$ cat config.mk
export PLATFORM = sky130hd
export DESIGN_NAME = hex_code_sequencer
export DESIGN_NICKNAME = d
export VERILOG_FILES = /design/src/rtl/hex_seq_pkg.sv /design/src/rtl/tick_prescaler.sv /design/src/rtl/hex_code_sequencer.sv
export SDC_FILE = /design/constraint.sdc
export NUM_CORES = 1
export LEC_CHECK = 0
export ABC_AREA = 1
export ABC_CLOCK_PERIOD_IN_PS = 2100
export CORE_ASPECT_RATIO = 0.75
export CORE_UTILIZATION = 39
export DETAILED_ROUTE_END_ITERATION = 6
export PLACE_DENSITY = 0.58
export SETUP_SLACK_MARGIN = 0.1
export SLEW_MARGIN = 20
export SYNTH_ARGS = -nofsm -noshare
export SYNTH_HDL_FRONTEND = slang
export SYNTH_SLANG_ARGS = --single-unit
export TNS_END_PERCENT = 50
$ cat constraint.sdc
create_clock -name CLOCK_50 -period 2.1 [get_ports CLOCK_50]
set_input_delay 0.42 -clock CLOCK_50 [delete_from_list [all_inputs] [get_ports CLOCK_50]]
set_output_delay 0.42 -clock CLOCK_50 [all_outputs]
set_load 0.005 [all_outputs]
$ cat src/rtl/hex_seq_pkg.sv
// Shared encodings, glyph constants and advance rules for the HEX display code sequencer.
// Latency: n/a (types, constants and pure functions only).
// Backpressure: n/a.
package hex_seq_pkg;

  typedef enum logic [1:0] {
    MODE_DEC    = 2'b00,
    MODE_HEX_UP = 2'b01,
    MODE_HEX_DN = 2'b10,
    MODE_MSG    = 2'b11
  } mode_e;

  typedef enum logic [1:0] {
    S_IDLE  = 2'b00,
    S_RUN   = 2'b01,
    S_PAUSE = 2'b10
  } state_e;

  // Glyph codes understood by the downstream 7-segment decoder.
  localparam logic [3:0] GLY_C     = 4'hA;
  localparam logic [3:0] GLY_U     = 4'hB;
  localparam logic [3:0] GLY_I     = 4'hC;
  localparam logic [3:0] GLY_Y     = 4'hD;
  localparam logic [3:0] GLY_H     = 4'hE;
  localparam logic [3:0] GLY_BLANK = 4'hF;

  // Message table: "CU IY H" followed by a trailing blank.
  function automatic logic [3:0] msg_glyph(input logic [2:0] idx);
    logic [3:0] g;
    case (idx)
      3'd0:    g = GLY_C;
      3'd1:    g = GLY_U;
      3'd2:    g = GLY_BLANK;
      3'd3:    g = GLY_I;
      3'd4:    g = GLY_Y;
      3'd5:    g = GLY_BLANK;
      3'd6:    g = GLY_H;
      default: g = GLY_BLANK;
    endcase
    return g;
  endfunction

  // Code shown right after reset or a mode reload.
  function automatic logic [3:0] start_code(input mode_e m);
    logic [3:0] c;
    case (m)
      MODE_HEX_DN: c = 4'hF;
      MODE_MSG:    c = msg_glyph(3'd0);
      default:     c = 4'h0;
    endcase
    return c;
  endfunction

  // Code after one advance. In message mode idx is the current table index.
  function automatic logic [3:0] next_code(input mode_e m, input logic [3:0] c,
                                           input logic [2:0] idx);
    logic [3:0] n;
    case (m)
      MODE_DEC:    n = (c == 4'd9) ? 4'd0 : c + 4'd1;
      MODE_HEX_UP: n = c + 4'd1;
      MODE_HEX_DN: n = c - 4'd1;
      default:     n = msg_glyph(idx + 3'd1);
    endcase
    return n;
  endfunction

  // True when the advance from the current position rolls the sequence over.
  function automatic logic is_wrap(input mode_e m, input logic [3:0] c,
                                   input logic [2:0] idx);
    logic w;
    case (m)
      MODE_DEC:    w = (c == 4'd9);
      MODE_HEX_UP: w = (c == 4'hF);
      MODE_HEX_DN: w = (c == 4'h0);
      default:     w = (idx == 3'd7);
    endcase
    return w;
  endfunction

endpackage

$ cat src/rtl/tick_prescaler.sv
// Prescaler: counts enabled cycles and flags every TICK_DIV-th one.
// Latency: tick is combinational from the count; count returns to 0 on the tick edge.
// Backpressure: none; clear and a dropped enable force the count to 0.
module tick_prescaler #(
  parameter int TICK_DIV = 50000000,
  parameter int CNT_W    = 26
) (
  input  logic clk,
  input  logic reset,
  input  logic en,
  input  logic clear,
  output logic tick
);

  localparam logic [CNT_W-1:0] LAST = CNT_W'(TICK_DIV - 1);

  logic [CNT_W-1:0] cnt;

  // Free count while enabled; held at zero otherwise, wraps on the terminal value.
  always_ff @(posedge clk) begin
    if (reset || clear || !en) begin
      cnt <= '0;
    end else if (cnt == LAST) begin
      cnt <= '0;
    end else begin
      cnt <= cnt + CNT_W'(1);
    end
  end

  assign tick = en && (cnt == LAST);

endmodule

$ cat src/rtl/hex_code_sequencer.sv
// 4-bit HEX display code sequencer (decimal up / hex up / hex down / message) with run, pause and single step.
// Latency: code and code_tick update on the edge that samples the tick or step rise.
// Backpressure: none; optional wrap_tick output when SEQ_WRAP_FLAG_EN is defined.
module hex_code_sequencer
  import hex_seq_pkg::*;
#(
  parameter int TICK_DIV = 50000000,
  parameter int CNT_W    = 26
) (
  input  logic       CLOCK_50,
  input  logic       reset,
  input  logic       run_en,
  input  logic       step,
  input  logic [1:0] mode,
  output logic [3:0] code,
`ifdef SEQ_WRAP_FLAG_EN
  output logic       code_tick,
  output logic       wrap_tick
`else
  output logic       code_tick
`endif
);

  state_e     state, state_nxt;
  logic       step_q;
  logic [1:0] mode_q;
  logic [2:0] msg_idx, msg_idx_nxt;
  logic [3:0] code_nxt;
  logic       code_tick_nxt;
  logic       tick;
  logic       step_rise;
  logic       mode_chg;
  logic       adv;
  logic       pre_en;
  logic       pre_clear;
  mode_e      mode_cur;

  assign mode_cur  = mode_e'(mode);
  assign step_rise = step & ~step_q;
  assign mode_chg  = (mode != mode_q);

  // Count only in RUN; a mode reload or leaving RUN restarts the interval.
  assign pre_en    = (state == S_RUN);
  assign pre_clear = mode_chg | ((state == S_RUN) & ~run_en);

  tick_prescaler #(
    .TICK_DIV (TICK_DIV),
    .CNT_W    (CNT_W)
  ) u_prescaler (
    .clk   (CLOCK_50),
    .reset (reset),
    .en    (pre_en),
    .clear (pre_clear),
    .tick  (tick)
  );

  // State register.
  always_ff @(posedge CLOCK_50) begin
    if (reset) begin
      state <= S_IDLE;
    end else begin
      state <= state_nxt;
    end
  end

  // Next state and next display values; a mode change wins over any advance.
  always_comb begin
    state_nxt     = state;
    code_nxt      = code;
    msg_idx_nxt   = msg_idx;
    code_tick_nxt = 1'b0;
    adv           = 1'b0;
    if (mode_chg) begin
      code_nxt    = start_code(mode_cur);
      msg_idx_nxt = 3'd0;
    end else begin
      adv = tick | ((state != S_RUN) & step_rise);
      if (adv) begin
        code_nxt      = next_code(mode_cur, code, msg_idx);
        code_tick_nxt = 1'b1;
        if (mode_cur == MODE_MSG) begin
          msg_idx_nxt = msg_idx + 3'd1;
        end
      end
      case (state)
        S_IDLE: begin
          if (run_en) begin
            state_nxt = S_RUN;
          end else if (step_rise) begin
            state_nxt = S_PAUSE;
          end
        end
        S_RUN: begin
          if (!run_en) begin
            state_nxt = S_PAUSE;
          end
        end
        S_PAUSE: begin
          if (run_en) begin
            state_nxt = S_RUN;
          end
        end
        default: state_nxt = S_IDLE;
      endcase
    end
  end

  // Datapath registers: edge detect, mode history, message index and outputs.
  always_ff @(posedge CLOCK_50) begin
    if (reset) begin
      step_q    <= 1'b0;
      mode_q    <= mode;
      msg_idx   <= 3'd0;
      code      <= start_code(mode_cur);
      code_tick <= 1'b0;
    end else begin
      step_q    <= step;
      mode_q    <= mode;
      msg_idx   <= msg_idx_nxt;
      code      <= code_nxt;
      code_tick <= code_tick_nxt;
    end
  end

`ifdef SEQ_WRAP_FLAG_EN
  // Wrap flag pulses alongside code_tick when the advance rolls the sequence over.
  always_ff @(posedge CLOCK_50) begin
    if (reset) begin
      wrap_tick <= 1'b0;
    end else begin
      wrap_tick <= ~mode_chg & adv & is_wrap(mode_cur, code, msg_idx);
    end
  end
`endif

endmodule

==> out/qor.yml <==
flow_run:
  drv_cap: 0
grt:
  antenna_found_initial: 0
  grt_usage_pct: 18.0
  grt_pass1_wl_um: 9070
  grt_max_degree: 12
  grt_pass1_vias: 1949
  grt_remaining_overflow: 0
clock_network:
  htree_levels: 2
  numCtsBuffers: 5
  post_cts_buffers: 0
  path_clk_slew_ps: 80
  clkSinkCount: 39
  cts.path.max_buffers: 2
  cts_resized: 0
  cts_tree: "yes"
  ctsRootBufferMaster: "clkbuf_8"
  insertion_delay_ps: 290
  cts_hold_buffers: 0
finish:
  syn2layout_area_growth_pct: 14.8
  stdcell_count: 441
  layout.nets: 378
  fillers: 612
  drive_gt1_share_pct: 11.3
  num_antenna_cells: 0
setup_path:
  path_class: "reg2reg"
  crit_fanout: 4
  cpLargestDelayFamily: "adder cells"
  cp_common_cell: "nand2_1"
  crit_buf_inv: 0
  r2r_setup_slack_ps: 260
  cpMaxStageDelayCell: "dfxtp_2"
  critPathMaxStageDelay_ps: 370
  start_kind: "flip-flop"
  path_cells: "ha_2 > ha_4 > ha_1 > nand2_1 > nand2_1 > o21ai_0 > nand2_1 > nand2_1 > o21ai_0"
  required_ps: 2140
  crit_path_end_kind: "flip-flop"
  crit_arrival_ps: 1880
drt:
  route.met2.wl_um: 1990
  vias: 2142
  ant_nets: 0
  wl_per_cell_um: 11.8
  drt-met1-wl_um: 2960
  vias_per_cell: 4.86
  routed-wl-met3_um: 234
  drtIter0Drc: 87
  routed_wl_um: 5220
  first_pass_iters: 4
  top_layer_used: "met4"
  remaining_drc_errors: 0
power_and_ir_drop:
  p_comb_share_pct: 11.7
  switchingPower_uw: 368
  p_leak_uw: 0.000970
  switching_share_pct: 25.4
  total_power_uw: 1450
  power.density_nw_per_um2: 539
  vdd_drop_max_mv: 0.297
  power.share.clock_pct: 33.7
  seqPwrFrac_pct: 54.6
  p_int_uw: 1080
yosys:
  yosys.area_share.adder_pct: 5.33
  synth-async-reset-ratio_pct: 0
  synth_top_family_by_area: "simple AND/OR/NAND/NOR gates"
  netlist_area_um2: 2350
  ys_seq_area_share_pct: 35.0
  syn_nets: 353
  synth_simple_gate_area_share_pct: 40.5
  syn_area_per_cell_um2: 6.97
  synth_seq_cells: 39
  synth-xor-area-share_pct: 3.73
  synth_compound_area_share_pct: 8.00
  synth_cell_types: 34
  synth_cells: 337
  muxShareOfSynthArea_pct: 0
  synth_ff_type: "dfxtp_1"
  yosysWarnings: 0
  synth_edf_count: 4
placed_design:
  port_buffers: 10
  place_ws_ps: 154
  dp_cells: 433
  place_hpwl_um: 4120
  place_congestion: 0.843
sta:
  slew_violations: 0
  fin_skew_ps: 5.76
  min_period_ps: 1840
  final.setup.tns_ps: 0
  rsz0062_at_grt: "no"
  min_period_over_period_pct: 87.4
  hold_violations: 0
  max_slew_margin_pct: 69.9
  worst_slew_pin_slew_ps: 447
  setup_viol: 0
  fmax_mhz: 545
  fin_ws_ps: 264
floorplan:
  die_w_um: 91.6
  die_y_um: 69.2
  die_area_um2: 6340
  initial_utilization_pct: 40.5
  num_rows: 24
  ios: 11
  coreArea_um2: 5800
status:
  status: "finished, final reports clean"
min_path:
  hold_path_class: "reg2reg"
## layer usage
metal  up-vias  track usage, %
li1       1148               -
met1       950            28.0
met2        40            24.2
met3         4            3.62
met4         0            5.82
met5         -               0
## through the flow
step	hold slack (ps)	instance area, µm²	utilization, %
after detailed placement	476	2600	44.8
after global routing	507	2700	46.5
after global placement	470	2600	44.8
after floorplan	441	2350	-
final	485	2700	46.5
after CTS	488	2680	46.2
## cell usage after synthesis (2+ instances only)
| cell type | n | share of area (%) |
|---|---|---|
| a21oi_1 | 17 | 3.6 |
| nand3_2 | 2 | 0.85 |
| nor3_2 | 5 | 2.1 |
| buf_6 | 2 | 0.96 |
| nand2_1 | 78 | 12 |
| inv_2 | 3 | 0.48 |
| nand4_1 | 12 | 3.2 |
| nor2_1 | 60 | 9.6 |
| dfxtp_1 | 35 | 30 |
| o221ai_1 | 2 | 0.75 |
| nand3_1 | 18 | 3.8 |
| edfxtp_1 | 4 | 5.1 |
| inv_1 | 37 | 5.9 |
| or2_0 | 3 | 0.80 |
| nand2_2 | 5 | 1.3 |
| ha_1 | 10 | 5.3 |
| xnor2_1 | 8 | 3.0 |
| o21ai_0 | 11 | 2.3 |
| nor2_2 | 2 | 0.53 |
| nor3_1 | 8 | 1.7 |
| xor2_1 | 2 | 0.75 |
## flip-flops by register name (all words and copies together) (netlist names)
| signal | cells |
|---|---|
| code | 4 |
| code_tick | 1 |
| mode_q | 2 |
| msg_idx | 3 |
| state | 2 |
| step_q | 1 |
| u_prescaler.cnt | 26 |
## path summary, 6_finish.rpt
kind                            startpoint                             to  cells after the start
min reg2reg  u_prescaler.cnt[4]$_SDFF_PP0_  u_prescaler.cnt[4]$_SDFF_PP0_                      2
min          u_prescaler.cnt[4]$_SDFF_PP0_  u_prescaler.cnt[4]$_SDFF_PP0_                      2
max                msg_idx[1]$_SDFFE_PP0P_              code[1]$_DFFE_PP_                      9
max reg2reg        msg_idx[1]$_SDFFE_PP0P_              code[1]$_DFFE_PP_                      9
## area by class of cell
type,instances,area [µm²],share of cell area [%]
Multi-Input combinational cell,255,1370,50.7
Sequential cell,39,822,30.5
Timing Repair Buffer,20,175,6.50
Inverter,41,154,5.71
Tap cell,78,97.6,3.62
Clock buffer,7,76.3,2.83
Clock inverter,1,5.00,0.186
## cells by family after synthesis
family | count (synthesis)
AND/OR/NAND/NOR | 201
flip-flops | 39
AO/OA/AOI/OAI | 34
adder cells (fa/ha/maj) | 10
buffers and inverters | 43
XOR/XNOR | 10
## worst reg2reg max path, delay by kind of cell (launching register included)
kind	cells	cell delay [ps]
adders and majority gates	3	700
and+or+nand+nor	4	270
AOI/OAI and AO/OA	2	240
DFF	1	370
## cells in the final DEF, fill, tap and decap left out, types with 3 or more instances in the layout
cell type	n
inv_1	37
buf_4	10
or2_0	3
nor3_2	5
edfxtp_1	4
nor2_1	60
nor3_1	8
o21ai_0	11
xnor2_1	8
nand2_2	5
clkbuf_8	5
a21oi_1	17
nand2_1	78
dfxtp_1	34
nand3_1	18
clkdlybuf4s50_1	10
nand4_1	12
ha_1	8
inv_2	3
## power by group through the flow
stage / logic [µW] / registers [µW] / clock network [µW]
global route: 196 / 796 / 545
global placement: 169 / 809 / 0
floorplan: 103 / 806 / 0
detailed placement: 168 / 809 / 0
CTS: 170 / 792 / 512
finish: 170 / 792 / 490
(Power assumes the default switching activity.)
